[config.mk]
export PLATFORM = sky130hd
export DESIGN_NAME = ecall_controller
export DESIGN_NICKNAME = d
export VERILOG_FILES = /design/src/rtl/ecall_controller.sv
export SDC_FILE = /design/constraint.sdc
export NUM_CORES = 1
export LEC_CHECK = 0
export ABC_CLOCK_PERIOD_IN_PS = 4900
export CAP_MARGIN = 20
export CELL_PAD_IN_SITES_DETAIL_PLACEMENT = 0
export CELL_PAD_IN_SITES_GLOBAL_PLACEMENT = 1
export CORE_MARGIN = 10
export CORE_UTILIZATION = 28
export CTS_CLUSTER_DIAMETER = 200
export DETAILED_ROUTE_END_ITERATION = 7
export HOLD_SLACK_MARGIN = 0.12
export PLACE_DENSITY = 0.95
export SLEW_MARGIN = 20
export SYNTH_ARGS = -nofsm -noshare
export SYNTH_HDL_FRONTEND = slang
export SYNTH_SLANG_ARGS = --single-unit
export TNS_END_PERCENT = 20
[constraint.sdc]
create_clock -name clk -period 4.9 [get_ports clk]
set_input_delay 0.98 -clock clk [delete_from_list [all_inputs] [get_ports clk]]
set_output_delay 0.98 -clock clk [all_outputs]
set_load 0.03 [all_outputs]
[src/rtl/ecall_controller.sv]
// ecall_controller: sequences environment-call services (print, read, test-case
// load, exit) for the single-cycle core, stalls the PC while a service runs and
// shares the register file write port between core writeback and a0 writes.
module ecall_controller #(
  parameter int DATA_W       = 32,
  parameter int PRINT_CYCLES = 16
) (
  input  logic              clk,
  input  logic              reset,
  input  logic              ecall,
  input  logic [DATA_W-1:0] a7_value,
  input  logic [DATA_W-1:0] a0_value,
  input  logic [DATA_W-1:0] io_input,
  input  logic              confirm,
  input  logic [DATA_W-1:0] test_case,
  input  logic              core_we,
  input  logic [4:0]        core_rd,
  input  logic [DATA_W-1:0] core_wdata,
  output logic              rf_we,
  output logic [4:0]        rf_waddr,
  output logic [DATA_W-1:0] rf_wdata,
  output logic              stall,
  output logic              io_out_valid,
  output logic [DATA_W-1:0] io_out_data,
  output logic [7:0]        led_out,
  output logic              halted
);

  localparam int                CNT_W    = (PRINT_CYCLES > 1) ? $clog2(PRINT_CYCLES) : 1;
  localparam logic [CNT_W-1:0]  CNT_LAST = CNT_W'(PRINT_CYCLES - 1);
  localparam logic [4:0]        A0_ADDR  = 5'd10;

  typedef enum logic [2:0] {
    IDLE,
    PRINT,
    READ_WAIT,
    READ_WB,
    TC_WB,
    HALT
  } state_t;

  state_t            state_q, state_d;
  logic [CNT_W-1:0]  cnt_q, cnt_d;
  logic [DATA_W-1:0] data_q, data_d;
  logic [DATA_W-1:0] out_q, out_d;
  logic              confirm_prev_q, confirm_prev_d;

  logic              svc_print, svc_read, svc_exit, svc_tc, svc_known;
  logic              confirm_rise;

  // Service decode of a7 and confirm edge detection
  always_comb begin
    svc_print    = (a7_value == DATA_W'(1));
    svc_read     = (a7_value == DATA_W'(5));
    svc_exit     = (a7_value == DATA_W'(10));
    svc_tc       = (a7_value == DATA_W'(11));
    svc_known    = svc_print | svc_read | svc_exit | svc_tc;
    confirm_rise = confirm & ~confirm_prev_q;
  end

  // State register plus service counter, data latch, display latch and confirm history
  always_ff @(posedge clk) begin
    if (!reset) begin
      state_q        <= IDLE;
      cnt_q          <= '0;
      data_q         <= '0;
      out_q          <= '0;
      confirm_prev_q <= 1'b0;
    end else begin
      state_q        <= state_d;
      cnt_q          <= cnt_d;
      data_q         <= data_d;
      out_q          <= out_d;
      confirm_prev_q <= confirm_prev_d;
    end
  end

  // Next-state logic; unknown a7 values leave the controller idle
  always_comb begin
    state_d        = state_q;
    cnt_d          = cnt_q;
    data_d         = data_q;
    out_d          = out_q;
    confirm_prev_d = confirm;
    case (state_q)
      IDLE: begin
        if (ecall) begin
          if (svc_print) begin
            state_d = PRINT;
            out_d   = a0_value;
            cnt_d   = CNT_LAST;
          end else if (svc_read) begin
            state_d = READ_WAIT;
          end else if (svc_exit) begin
            state_d = HALT;
          end else if (svc_tc) begin
            state_d = TC_WB;
            data_d  = test_case;
          end
        end
      end
      PRINT: begin
        if (cnt_q == '0) begin
          state_d = IDLE;
        end else begin
          cnt_d = cnt_q - CNT_W'(1);
        end
      end
      READ_WAIT: begin
        // Only a fresh press counts; a level held from before entry is ignored
        if (confirm_rise) begin
          data_d  = io_input;
          state_d = READ_WB;
        end
      end
      READ_WB, TC_WB: begin
        state_d = IDLE;
      end
      HALT: begin
        state_d = HALT;
      end
      default: begin
        state_d = IDLE;
      end
    endcase
  end

  // Outputs; stall drops on the finishing cycle so the PC steps past the ecall exactly once
  always_comb begin
    stall        = 1'b0;
    io_out_valid = 1'b0;
    led_out      = 8'h00;
    halted       = 1'b0;
    rf_we        = core_we && (core_rd != 5'd0);
    rf_waddr     = core_rd;
    rf_wdata     = core_wdata;
    case (state_q)
      IDLE: begin
        stall = ecall && svc_known;
      end
      PRINT: begin
        io_out_valid = 1'b1;
        stall        = (cnt_q != '0);
      end
      READ_WAIT: begin
        stall      = 1'b1;
        led_out[7] = 1'b1;
      end
      READ_WB: begin
        rf_we    = 1'b1;
        rf_waddr = A0_ADDR;
        rf_wdata = data_q;
      end
      TC_WB: begin
        rf_we      = 1'b1;
        rf_waddr   = A0_ADDR;
        rf_wdata   = data_q;
        led_out[1] = 1'b1;
      end
      HALT: begin
        halted     = 1'b1;
        led_out[0] = 1'b1;
        stall      = 1'b1;
      end
      default: begin
        stall = 1'b0;
      end
    endcase
  end

  assign io_out_data = out_q;

endmodule

==> results of run 1 <==
[worst max-delay path, delay by kind of cell]
kind            cells  cell delay [ns]
compound gates      2             0.32
buf+inv             2             1.21
simple gates        3             0.97
[report_power, final]
group | total, uW | leakage [uW] | switching [uW] | internal (uW)
sequential | 586 | 0.000580 | 0.0894 | 586
clock | 592 | 0.000130 | 244 | 348
combinational | 268 | 0.00155 | 103 | 165
[how the worst max path moves through the flow]
stage               cells past startpoint         start           to  slack (ns)
finish                                  7  a7_value[20]        stall        0.43
global route                            7   a7_value[6]        stall        0.33
global placement                        7  a7_value[13]        stall        0.52
floorplan                               6    state_q[2]  rf_wdata[0]        1.68
CTS                                     7   a7_value[6]        stall        0.42
detailed placement                      7   a7_value[6]        stall        0.42
[sequential cells by signal (all words and copies together) (netlist names)]
register / flops
confirm_prev_q: 1
state_q: 3
data_q: 32
cnt_q: 4
io_out_data: 32
[synth_stat cells (2+ instances only)]
cell,count
mux2_2,32
o21ai_1,16
inv_1,7
a21oi_1,3
buf_6,11
mux2i_1,32
nand4_1,2
nor3_1,4
o2bb2ai_2,30
nor4_2,7
o21ai_0,18
buf_4,9
nand3_1,33
o21a_1,3
clkbuf_1,8
nand2b_1,2
dfxtp_1,72
and2_1,2
clkbuf_2,2
o311a_1,2
buf_2,8
o21bai_1,2
nor3b_1,3
nand2_1,42
a31oi_1,3
or2_2,3
o31a_1,2
nor2_1,13
[area by class of cell]
type	instances	area (sq um)
clock inverter	4	22.52
timing repair buffer	250	2485
clock buffer	10	239.0
fill	1276	7144
tap	180	225.2
inverter	7	26.28
sequential	72	1441
multi-input combinational	277	2190
[per-stage QoR]
stage                     total power, uW  utilization, %  instances  area (sq um)
after floorplan                     690.1               -        395          3914
after global placement              863.0           46.23        786          6367
after detailed placement            867.4           46.23        786          6367
after CTS                            1472           48.13        800          6629
after global routing                 1513           48.13        800          6629
final                                1446           48.13        800          6629
[routing by layer]
metal	track usage, %	vias to the layer above	wire (microns)	share of wire [%]
li1	-	1857	-	-
met1	17.79	1776	6439	43
met2	26.00	169	7281	48
met3	5.856	15	1157	7.7
met4	4.550	0	217	1.4
met5	0	-	0	0
[kinds of logic after synthesis]
logic type / count (synthesis) / share of synthesized area (%)
simple gates: 121 / 16.85
compound gates: 85 / 20.35
flops: 72 / 36.97
mux: 64 / 17.46
buf+inv: 46 / 7.734
fa+ha+maj: 1 / 0.3209
other cells: 1 / 0.09618
xor+xnor: 1 / 0.2247
==> flow_summary.yaml, run 1 <==
clock_tree:
  cts-buffers-inserted: 9
  clkSinkCount: 72
  cts_tree: "built"
  hold_buffers: 0
  cts-root-buf: "clkbuf_16"
  ctsResizeCount: 0
  clk_latency_ns: 0.33
  cts_setup_buffers: 0
  htreeDepth: 3
  path_clk_slew_ns: 0.05
  clk_path_buf_depth: 2
drt:
  vias: 3817
  route.detailed.drc: 0
  drt_pass1_iterations: 4
  avgViaCountPerCell: 4.771
  wl_mm: 15.10
  drt_iter0_drc: 93
  antenna_left: 0
  wire_per_inst_microns: 18.87
grt:
  grt_pass1_wl_mm: 23.76
  grt_start_max_net_pins: 69
  grt_pass1_vias: 4034
  grt_usage_pct: 15.45
  grt-ovfl-total: 0
  antenna_found_initial: 0
timing:
  finalSetupTns_ns: 0
  rsz0062_at_grt: "no"
  max_slew.worst_pin.slew_ns: 1.085
  holdWs_ns: 0.4437
  worst_slew_margin_rel_pct: 27.47
  hold_viol: 0
  skew_ns: 0.008331
  min_period_ns: 4.473
  period_share_pct: 91.28
  max_freq_mhz: 223.6
  setup_ws_ns: 0.4275
  final_max_slew_viol_count: 0
  setup_viol: 0
worst_hold_path:
  hold_path.class: "register to register"
  hold_start: "io_out_data[7]"
  whs_endpoint: "io_out_data[7]"
  holdPathStages: 2
floorplan:
  num_rows: 43
  die_y_microns: 138
  die-area_sq_mm: 0.01904
  initial_utilization_pct: 28.31
  dieWidth_microns: 138
  core_sq_mm: 0.01377
  io_pins: 251
layout:
  final_common_cell: "clkdlybuf4s50_1"
  layout-drive-gt1-share_pct: 16.13
  n_antenna_cell: 0
  layout_common_cells: "clkdlybuf4s50_1 (244), dfxtp_1 (72), nand2_1 (42)"
  nets: 788
  synthToLayoutAreaGrowth_pct: 70.03
job:
  drv_cap: 0
run_status:
  status: "complete, no violations"
synthesis:
  synth-seq-cells: 72
  synthCells: 391
  synth-main-ff-cell: "dfxtp_1"
  synth_edf_count: 0
  async_reset_ff_share_pct: 0
  synth_area_sq_mm: 0.003899
  synth_top_area_share_pct: 36.97
  syn-mean-instance-area_sq_um: 9.971
  yosysTopAreaCell: "dfxtp_1"
  synth_area_leaders: "dfxtp_1 (37%), o2bb2ai_2 (12%), mux2_2 (9.2%)"
  yosys.cell_types.count: 48
  yosys_warnings: 0
  ys_seq_area_share_pct: 36.97
power_and_ir_drop:
  p_leak_uw: 0.002262
  p_per_area_mw_per_mm2: 218.1
  ir_drop_mv: 0.1340
worst_setup_path:
  r2r_start: "state_q[2]"
  rrSetupSlack_ns: 2.47
  path_common_cell: "clkdlybuf4s50_1"
  critPathKind: "primary input to output port"
  worstReg2RegEnd: "data_q[19]"
  worstSetupEndpointType: "output port"
  worstPathRequired_ns: 3.92
  path_cells: "clkdlybuf4s50_1, nor4_2, nand4_1, or2_4, o21bai_1, a22o_1, clkdlybuf4s50_1"
  critPathArrivalTime_ns: 3.49
  cp-start-kind: "primary input"
  r2r_cells: 7
  slowest_delay_ns: 0.76
  crit_fanout: 5
  cp_slowest_cell: "clkdlybuf4s50_1"
placed_design:
  routabilityCongestion: 0.9513
  place_ws_ns: 0.4212
  dpl.hpwl_mm: 12.06
  portBuffers: 245
No activity file was read; power rests on OpenSTA's default activity.
==> inputs of run 2 (changes only) <==
--- a/config.mk
+++ b/config.mk
@@ -9,7 +9,7 @@
 export CAP_MARGIN = 20
 export CELL_PAD_IN_SITES_DETAIL_PLACEMENT = 0
 export CELL_PAD_IN_SITES_GLOBAL_PLACEMENT = 1
-export CORE_MARGIN = 10
+export CORE_MARGIN = 2
 export CORE_UTILIZATION = 28
 export CTS_CLUSTER_DIAMETER = 200
 export DETAILED_ROUTE_END_ITERATION = 7
==> run 2 against run 1 <==
Effect of this change:
- combinational power is 1% lower
- clock power up 31%
- non-clock buffer count is the same
- die area decreased by 22%
- critical path type unchanged
- total power grew 12%
- flip-flop and latch count stayed put
- critical path depth is the same
- clock skew down 0.0027 ns
==> flow_summary.yaml, run 2 (synthesis gave the netlist of run 1 again) <==
run_status:
  status: "complete, no violations"
timing:
  min_period_ns: 4.369
  period_share_pct: 89.17
  setup_viol: 0
  skew_ns: 0.005642
  rsz0062_at_grt: "no"
  worst_slew_margin_rel_pct: 28.61
  finalSetupTns_ns: 0
  max_freq_mhz: 228.9
  setup_ws_ns: 0.5307
  final_max_slew_viol_count: 0
  max_slew.worst_pin.slew_ns: 1.068
  hold_viol: 0
floorplan:
  initial_utilization_pct: 28.42
  dieWidth_microns: 122
  core_sq_mm: 0.01372
  num_rows: 43
  die-area_sq_mm: 0.01488
  die_y_microns: 122
  io_pins: 251
grt:
  grt_usage_pct: 16.31
  grt_start_max_net_pins: 69
  grt_pass1_wl_mm: 19.11
  busiest_layer: "met2"
  use_met1_pct: 17.57
  grtUsageMet3_pct: 5.524
  grt_pass1_vias: 3921
  grt-ovfl-total: 0
  antenna_found_initial: 1
  use_met2_pct: 29.36
worst_setup_path:
  crit_fanout: 5
  worstPathRequired_ns: 3.92
  crit_buf_inv: 2
  cp-start-kind: "primary input"
  slowest_delay_ns: 0.70
  rrSetupSlack_ns: 2.36
  path_common_cell: "clkdlybuf4s50_1"
  critPathArrivalTime_ns: 3.39
  critPathKind: "primary input to output port"
  cp_num_cells: 7
  crit_family: "buffers and inverters"
  worstSetupEndpointType: "output port"
  cp_slowest_cell: "clkdlybuf4s50_1"
  path_cells: "clkdlybuf4s50_1, nor4_2, nand4_1, or2_4, o21bai_1, a22o_1, clkdlybuf4s50_1"
  r2r_cells: 7
layout:
  finish.utilization_pct: 49.00
  nets: 788
  fillerInstances: 1258
  final_common_cell: "clkdlybuf4s50_1"
  synthToLayoutAreaGrowth_pct: 72.43
  layout_common_cells: "clkdlybuf4s50_1 (244), dfxtp_1 (72), nand2_1 (42)"
  layout-drive-gt1-share_pct: 16.40
  n_antenna_cell: 0
drt:
  drt_iter0_drc: 152
  drt_pass1_iterations: 4
  wire_per_inst_microns: 15.58
  antenna_left: 0
  route.detailed.drc: 0
  vias: 3777
  wl_mm: 12.49
  avgViaCountPerCell: 4.709
clock_tree:
  htreeDepth: 3
  cts_setup_buffers: 0
  ctsResizeCount: 0
  hold_buffers: 0
  clk_latency_ns: 0.33
  clk_path_buf_depth: 2
  cts_tree: "built"
  cts-buffers-inserted: 9
  clkSinkCount: 72
  path_clk_slew_ns: 0.05
  cts-root-buf: "clkbuf_16"
worst_hold_path:
  hold_path.class: "register to register"
  holdPathStages: 2
power_and_ir_drop:
  ir_drop_mv: 0.1599
  finalPower_uw: 1626
  p_per_area_mw_per_mm2: 241.8
  p_leak_uw: 0.002303
placed_design:
  portBuffers: 245
  routabilityCongestion: 0.8471
  place_ws_ns: 0.5277
  dpl.hpwl_mm: 9.551
job:
  drv_cap: 0
run 2: per-stage QoR:
step,hold WS (ns),instance area (sq um),instances
2_1_floorplan,0.4269,3914,395
3_3_place_gp,0.4353,6367,786
3_5_place_dp,0.4450,6367,786
4_1_cts,0.4538,6723,802
5_1_grt,0.4692,6723,802
6_report,0.4477,6723,802
run 2: area by class of cell:
type | instances | area, sq um | share of cell area [%]
Clock buffer | 11 | 252.7 | 3.760
Inverter | 7 | 26.28 | 0.3908
Timing Repair Buffer | 250 | 2485 | 36.96
Tap cell | 180 | 225.2 | 3.350
Multi-Input combinational cell | 277 | 2190 | 32.57
Clock inverter | 5 | 102.6 | 1.526
Sequential cell | 72 | 1441 | 21.44
run 2: tightest hold or removal path, cell delays in order (launching register included):
cell and delay, ns:
dfxtp_1 0.31, nand2_1 0.05, o21ai_1 0.05
run 2: power breakdown:
group          internal, uW  leakage (uW)  total [uW]  switching [uW]
logic                   165       0.00155         264            99.4
clock network           524      0.000172         775             251
registers               586      0.000580         586          0.0877
total                  1270       0.00230        1630             351
run 2: metal layers:
layer	routed length, microns	part of all wire, %
met4	248	2.0
met1	4865	39
met2	6158	49
met3	1207	9.7
met5	13	0.10
run 2: final timing paths:
| path | from | end |
|---|---|---|
| worst min register to register | io_out_data[5] | io_out_data[5] |
| worst max-delay path | a7_value[6] | stall |
| worst min-delay path | io_out_data[5] | io_out_data[5] |
| worst max register to register | state_q[2] | data_q[21] |
